[src/rtl/pipe_hazard_ctrl.sv]
// Hazard and stall controller for a classic 5-stage MIPS pipeline.
// It produces the stall and flush controls for the IF/ID and ID/EX registers
// and the D/E-stage forwarding selects. It also sequences the multi-cycle
// multiply/divide unit and keeps a saturating stall-cycle counter for
// performance debug.
module pipe_hazard_ctrl #(
  parameter int MD_LAT = 4,   // mult/div latency in cycles, 1..8 (3-bit down-counter)
  parameter int CNT_W  = 16   // stall-cycle counter width
) (
  input  logic             i_clk,
  input  logic             i_rst,
  input  logic [4:0]       i_rsD,
  input  logic [4:0]       i_rtD,
  input  logic [4:0]       i_rsE,
  input  logic [4:0]       i_rtE,
  input  logic [4:0]       i_writeregE,
  input  logic [4:0]       i_writeregM,
  input  logic [4:0]       i_writeregW,
  input  logic             i_regwriteE,
  input  logic             i_regwriteM,
  input  logic             i_regwriteW,
  input  logic             i_memtoregE,
  input  logic             i_memtoregM,
  input  logic             i_branchD,
  input  logic             i_pcsrcD,
  input  logic             i_jumpD,
  input  logic             i_mdopD,
  input  logic             i_mdstartE,
  input  logic             i_imem_ready,
  output logic             o_stallF,
  output logic             o_stallD,
  output logic             o_flushD,
  output logic             o_flushE,
  output logic             o_fwdAD,
  output logic             o_fwdBD,
  output logic [1:0]       o_fwdAE,
  output logic [1:0]       o_fwdBE,
  output logic             o_md_busy,
  output logic [CNT_W-1:0] o_stall_cnt
);

  // Forwarding select encodings for the E-stage ALU operand muxes.
  localparam logic [1:0] FWD_RF = 2'b00;
  localparam logic [1:0] FWD_W  = 2'b01;
  localparam logic [1:0] FWD_M  = 2'b10;

  // Busy lasts MD_LAT cycles: the counter runs MD_LAT-1 down to 0 inclusive.
  localparam logic [2:0] MD_LOAD = 3'(MD_LAT - 1);

  typedef enum logic {
    MD_IDLE = 1'b0,
    MD_BUSY = 1'b1
  } md_state_t;

  md_state_t  md_state;
  logic [2:0] mdcnt;

  logic lwstall;
  logic brstall;
  logic mdstall;
  logic imiss;
  logic stall;

  // A producer matches a consumer only when it writes a register other
  // than $0; $0 is hardwired to zero and never needs forwarding or stalls.
  function automatic logic reg_hit(input logic       we,
                                   input logic [4:0] wr,
                                   input logic [4:0] src);
    return we && (wr != 5'd0) && (wr == src);
  endfunction

  // E-stage operand select: the younger M result wins over the W result.
  function automatic logic [1:0] fwd_sel(input logic [4:0] src);
    if (reg_hit(i_regwriteM, i_writeregM, src))
      return FWD_M;
    else if (reg_hit(i_regwriteW, i_writeregW, src))
      return FWD_W;
    else
      return FWD_RF;
  endfunction

  // Counter increment that sticks at all-ones instead of wrapping.
  function automatic logic [CNT_W-1:0] sat_inc(input logic [CNT_W-1:0] v);
    if (&v)
      return v;
    else
      return v + 1'b1;
  endfunction

  // Hazard detection: each term is one reason the front end must hold.
  always_comb begin
    lwstall = i_memtoregE &&
              (reg_hit(i_regwriteE, i_writeregE, i_rsD) ||
               reg_hit(i_regwriteE, i_writeregE, i_rtD));
    brstall = i_branchD &&
              (reg_hit(i_regwriteE, i_writeregE, i_rsD) ||
               reg_hit(i_regwriteE, i_writeregE, i_rtD) ||
               reg_hit(i_memtoregM, i_writeregM, i_rsD) ||
               reg_hit(i_memtoregM, i_writeregM, i_rtD));
    mdstall = o_md_busy && i_mdopD;
    imiss   = !i_imem_ready;
    stall   = lwstall || brstall || mdstall || imiss;
  end

  // Stall/flush/forward outputs; reset forces bubbles and a cleared IF/ID.
  always_comb begin
    o_stallF = 1'b0;
    o_stallD = 1'b0;
    o_flushD = 1'b1;
    o_flushE = 1'b1;
    o_fwdAD  = 1'b0;
    o_fwdBD  = 1'b0;
    o_fwdAE  = FWD_RF;
    o_fwdBE  = FWD_RF;
    if (!i_rst) begin
      o_stallF = stall;
      o_stallD = stall;
      o_flushE = stall;
      // A held IF/ID keeps its instruction; a redirect is only taken once
      // the stall clears.
      o_flushD = (i_pcsrcD || i_jumpD) && !stall;
      o_fwdAD  = reg_hit(i_regwriteM, i_writeregM, i_rsD);
      o_fwdBD  = reg_hit(i_regwriteM, i_writeregM, i_rtD);
      o_fwdAE  = fwd_sel(i_rsE);
      o_fwdBE  = fwd_sel(i_rtE);
    end
  end

  // Mult/div sequencer: busy is registered and held for MD_LAT cycles.
  always_ff @(posedge i_clk) begin
    if (i_rst) begin
      md_state  <= MD_IDLE;
      mdcnt     <= 3'd0;
      o_md_busy <= 1'b0;
    end else begin
      case (md_state)
        MD_IDLE: begin
          if (i_mdstartE) begin
            md_state  <= MD_BUSY;
            mdcnt     <= MD_LOAD;
            o_md_busy <= 1'b1;
          end
        end
        MD_BUSY: begin
          // A start while busy is ignored: the running operation keeps
          // its original countdown.
          if (mdcnt == 3'd0) begin
            md_state  <= MD_IDLE;
            o_md_busy <= 1'b0;
          end else begin
            mdcnt <= mdcnt - 3'd1;
          end
        end
        default: begin
          md_state  <= MD_IDLE;
          mdcnt     <= 3'd0;
          o_md_busy <= 1'b0;
        end
      endcase
    end
  end

  // Performance counter: one count per stalled cycle, saturating.
  always_ff @(posedge i_clk) begin
    if (i_rst)
      o_stall_cnt <= '0;
    else if (stall)
      o_stall_cnt <= sat_inc(o_stall_cnt);
  end

endmodule

[config.mk]
export PLATFORM = sky130hd
export DESIGN_NAME = pipe_hazard_ctrl
export DESIGN_NICKNAME = d
export VERILOG_FILES = /design/src/rtl/pipe_hazard_ctrl.sv
export SDC_FILE = /design/constraint.sdc
export NUM_CORES = 1
export LEC_CHECK = 0
export ABC_AREA = 0
export ABC_CLOCK_PERIOD_IN_PS = 2900
export CAP_MARGIN = 20
export CORE_MARGIN = 2
export CORE_UTILIZATION = 40
export CTS_CLUSTER_DIAMETER = 30
export DETAILED_ROUTE_END_ITERATION = 10
export DONT_BUFFER_PORTS = 1
export SYNTH_ARGS = -nofsm -noshare
export SYNTH_HDL_FRONTEND = slang
export SYNTH_SLANG_ARGS = --single-unit
[constraint.sdc]
create_clock -name i_clk -period 2.9 [get_ports i_clk]
set_clock_uncertainty 0.15 [all_clocks]
set_input_delay 0.29 -clock i_clk [delete_from_list [all_inputs] [get_ports i_clk]]
set_output_delay 0.29 -clock i_clk [all_outputs]
set_load 0.05 [all_outputs]
Word level (Yosys, flattened, before mapping)
Index checks and enable logic that the tools add are counted.
{"block": "op_classes", "addsub": 2, "eq_ne": 11, "mux": 20, "bitwise_logic": 2, "n_reduce_logical": 35}
{"operator": "5-bit equality test", "count": 8}
{"operator": "1-bit logical AND", "count": 18}
{"operator": "16-bit by 1-bit adder with 16-bit output (second input constant)", "count": 1}
{"operator": "16-bit AND reduction", "count": 1}
{"operator": "5-bit nonzero test", "count": 3}
{"operator": "1-bit 2-to-1 mux", "count": 11}
{"operator": "2-bit 2-to-1 mux", "count": 4}
{"operator": "1-bit logical OR", "count": 7}
{"operator": "3-bit 2-to-1 mux", "count": 2}
{"operator": "3-bit one-hot mux with 2 select lines", "count": 1}
{"operator": "2-bit AND reduction", "count": 3}
{"operator": "2-bit inequality test (second input constant)", "count": 2}
{"operator": "1-bit one-hot mux with 2 select lines", "count": 2}
{"operator": "3-bit logical NOT", "count": 1}
{"operator": "3-bit by 1-bit subtractor with 3-bit output (second input constant)", "count": 1}
{"operator": "1-bit logical NOT", "count": 2}
{"operator": "2-bit by 1-bit inequality test with 1-bit output (second input constant)", "count": 1}
{"operator": "1-bit inverter", "count": 2}
{"block": "totals", "register_bits": 21, "out_inout_bits": 27}

Logic depth before layout (Yosys ltp)
Gate-level depths: netlist (run 1).
{"block": "depth", "ltp_word": 13, "mapped_depth": 9, "mapped_depth_nobuf": 8}

Least setup slack after synthesis (run 1)
Ideal clock, no wire load.
{"block": "synth_path", "path_type": "flip-flop to flip-flop", "start": "register o_stall_cnt[0]", "end": "register o_stall_cnt[10]", "setup_time_ns": 0.121, "arrival_time_ns": 2.510, "required_time_ns": 2.629, "slack_ns": 0.119, "path_stages_with_launch": 9, "synth_period_minus_slack_ns": 2.781, "path_cell_list": "dfxtp_1 -> ha_1 -> nand4_1 -> nor4_1 -> or3_1 -> o22a_1 -> nand2_1 -> nand4_1 -> mux2_2"}
{"block": "synth_via", "elab_chain_cells": 3, "elab_cells_between_ends": 4, "cone_classes": "add/sub (1); bitwise (1); reduce/logical (2)"}
{"item": "start: declaration", "line_no": "39", "text": "output logic [CNT_W-1:0] o_stall_cnt"}
{"item": "start signal: assignment", "line_no": "168", "text": "o_stall_cnt <= sat_inc(o_stall_cnt);"}
{"item": "branches (longest 3 deep; another with 16-bit by 1-bit adder with 16-bit output)"}
Several ways; the timed one is not identified.
A chain may end at the register's enable or synchronous reset.

Final worst setup path (run 1)
{"block": "layout_path", "start": "register o_stall_cnt[0]", "end": "register o_stall_cnt[9]"}
Same word-level chain as after synthesis.

==> summary.md, run 1 <==
| Metric | Value |
|---|---|
| Area Growth Syn to Fin | 16.5% |
| Pre-CTS WS | 0.386 ns |
| CTS tree | yes |
| Max-cap viol count | 0 |
| Worst reg2reg startpoint | o_stall_cnt[0] |
| Worst hold slack | 0.0363 ns |
| Critical path origin | o_stall_cnt[0] |
| Gpl congestion | 0.845 |
| Die H | 68.3 um |
| Crit path capture type | register |
| Initial Util | 0.413 |
| Status | completed |
| HPWL after detailed placement | 3.29 mm |
| GR Overflow Total | 0 |
| P per Cell Area | 351 mW/mm^2 |
| Vias in the first global route | 1,481 |
| Clock buffer depth | 2 |
| Post-synthesis mux area share | 0.0394 |
| Critical path's largest stage delay | 0.51 ns |
| Max-slew violation count | 0 |
| Worst-path clk slew | 0.08 ns |
| Mapped Cells | 209 |
| Syn_area_per_cell | 7.90 sq um |
| Synth Warn # | 0 |
| Worst path arrival time | 2.51 ns |
| # diodes | 0 |
| Max Clock Freq | 398 MHz |
| Clock sink count | 21 |
| WL/cell | 14.7 um |
| Layout cells sized above 1 | 0.173 |
| TritonCTS buffer count | 3 |
| Initial antenna violation count | 0 |
| Die Wd | 68.3 um |
| Crit Path Max Fanout | 7 |
| EDFF count, synth | 0 |
| Hold Path Class | in -> reg |
| IO Pins | 75 |
| Core Rows | 23 |
| Post-DRT Antenna Nets | 0 |
| Fin worst setup slack | 0.389 ns |
| Final Non-Filler Cells | 281 |
| Setup violations, final | 0 |
| Netlist cell types | 42 |
| CTS H-Tree Depth | 1 |
| DRC errors left | 0 |
| TritonRoute pass-1 iters | 4 |
| Min Tclk post-route | 2.51 ns |
| CP cell instances | ha_1 -> nand4_1 -> nor4_1 -> or3_1 -> o22a_1 -> a2111o_1 -> nor2_1 -> mux2_2 |
| Simple-gate share of the synthesized area | 0.261 |
| Main combinational cell family by area after synthesis | simple AND/OR/NAND/NOR gates |
| First-pass GRT wire length | 6.49 mm |
| Crit share post-route | 0.866 |
| Setup TNS | 0 ns |
| Startpoint Class | register |
| RSZ-0062 raised after global routing | false |
| Yosys reg bits | 21 |
| Slowest stage cell, crit path | a2111o_1 |
| Number of DRC violations after detailed-routing iteration 0 | 37 |
| Sequential fraction of the synthesis area | 0.255 |
| WP buf/inv | 0 |
| Commonest non-fill, non-tap cell in the layout | xor2_1 |
| Post-synth top flop | dfxtp_1 |
| Cell count after placement | 276 |
| Synth Area in Compound Gates | 0.139 |
| Relative max-transition margin | 0.618 |
| Async SR Flop Fraction | 0 |
| Port Buffer Count | 0 |
| Adder-cell share of the synthesized area | 0.0227 |
| GR Util All Layers | 0.183 |
| Syn_nets | 260 |
| CP Class | reg -> reg |
| Final wirelength | 4.13 mm |
| Synth Area in XOR/XNOR | 0.239 |
| DR vias | 1,523 |
| Pin count of the biggest net entering global routing | 21 |
| Total count of hold-check failures in the final report | 0 |
| Cell class contributing the biggest share of worst-path delay | compound AO/OA/AOI/OAI gates |
| Worst vdd ir | 0.311 mV |
| Netlist Area Pre-Place | 0.00165 sq mm |
| Worst-Margin Slew | 0.571 ns |
| Clock root buffer | clkbuf_8 |
| Worst Hold Launch | i_rst |
| Total Nets Final | 283 |
| Clock Latency Late Sink | 0.26 ns |
| Core ar. | 0.00400 sq mm |
| Commonest non-fill, non-tap cells in the layout | 28 x xor2_1, 26 x nor2_1, 26 x buf_4 |
| Die area | 0.00466 sq mm |
| Required @ worst endpoint | 2.90 ns |
| Via/cell ratio | 5.42 |
| Leak | 0.726 nW |
## report_power, final
part	internal [mW]	total [mW]	switching (mW)
clock	0.0978	0.190	0.0919
sequential	0.300	0.307	0.00668
combinational	0.0748	0.179	0.104
## state kept, by name, indices dropped and copies added (netlist names)
signal,flops
o_stall_cnt,16
o_md_busy,1
md_state,1
mdcnt,3
## cell type report
cell class	count	area [sq um]
fillers	437	2080
multi-input cells	172	1160
flip-flops and latches	21	420
repair buffers	27	205
well taps	50	62.6
clock buffers	4	45.0
inverters	7	26.3
## worst paths after layout
path	end	slack, ns	cells after the start
setup / recovery	o_stall_cnt[9]	0.39	8
hold / removal	mdcnt[1]	0.04	2
setup reg to reg	o_stall_cnt[9]	0.39	8
hold reg to reg	mdcnt[1]	0.34	2
## what timing repair did
action                                 in CTS  in global routing
setup buffers                               0                  0
hold buffers                                1                  0
endpoints found under the hold margin      14                  0
gates resized for setup                     0                  0
## stage by stage
stage,util,power (mW),area [sq um]
2_1_floorplan,-,0.465,1650
3_3_place_gp,0.467,0.486,1870
3_5_place_dp,0.467,0.488,1870
4_1_cts,0.481,0.682,1920
5_1_grt,0.481,0.714,1920
6_report,0.481,0.675,1920
## Yosys cell counts (all sizes together) (3+ instances only)
library cell	count	area share
nor2	26	0.059
a21o	3	0.014
nor2b	7	0.027
buf	6	0.022
nand3	14	0.042
a21oi	9	0.027
nand2	7	0.016
dfxtp	21	0.25
clkbuf	3	0.0068
mux2	4	0.027
o21ai	4	0.012
inv	7	0.016
a211oi	3	0.014
nor4	4	0.015
xor2	28	0.15
ha	3	0.023
xnor2	17	0.090
nor3	11	0.036
nand4	5	0.019
## worst register-to-register path, delay by kind of cell, from the launching register on
kind,cells,cell delay [ns]
compound gates,2,0.71
flops,1,0.32
simple gates,4,0.67
mux,1,0.33
fa+ha+maj,1,0.22
## cells by family after synthesis
| kind of cell | Yosys count |
|---|---|
| adders and majority gates | 3 |
| DFF | 21 |
| xor gates and xnor gates | 45 |
| AOI/OAI and AO/OA | 33 |
| buffers and inverters | 16 |
| muxes | 6 |
| and+or+nand+nor | 85 |
## routing by layer
metal	global-route usage	part of all wire
met1	0.229	0.44
met5	0	0
met2	0.318	0.50
met4	0.0350	0.0082
met3	0.0461	0.048
(Power assumes the default switching activity.)
==> inputs of run 2 (changes only) <==
Settings changed: CAP_MARGIN 20 to unset.
==> results of run 2 <==
Same layout as run 1: the final DEF is identical, and so are final timing and power.
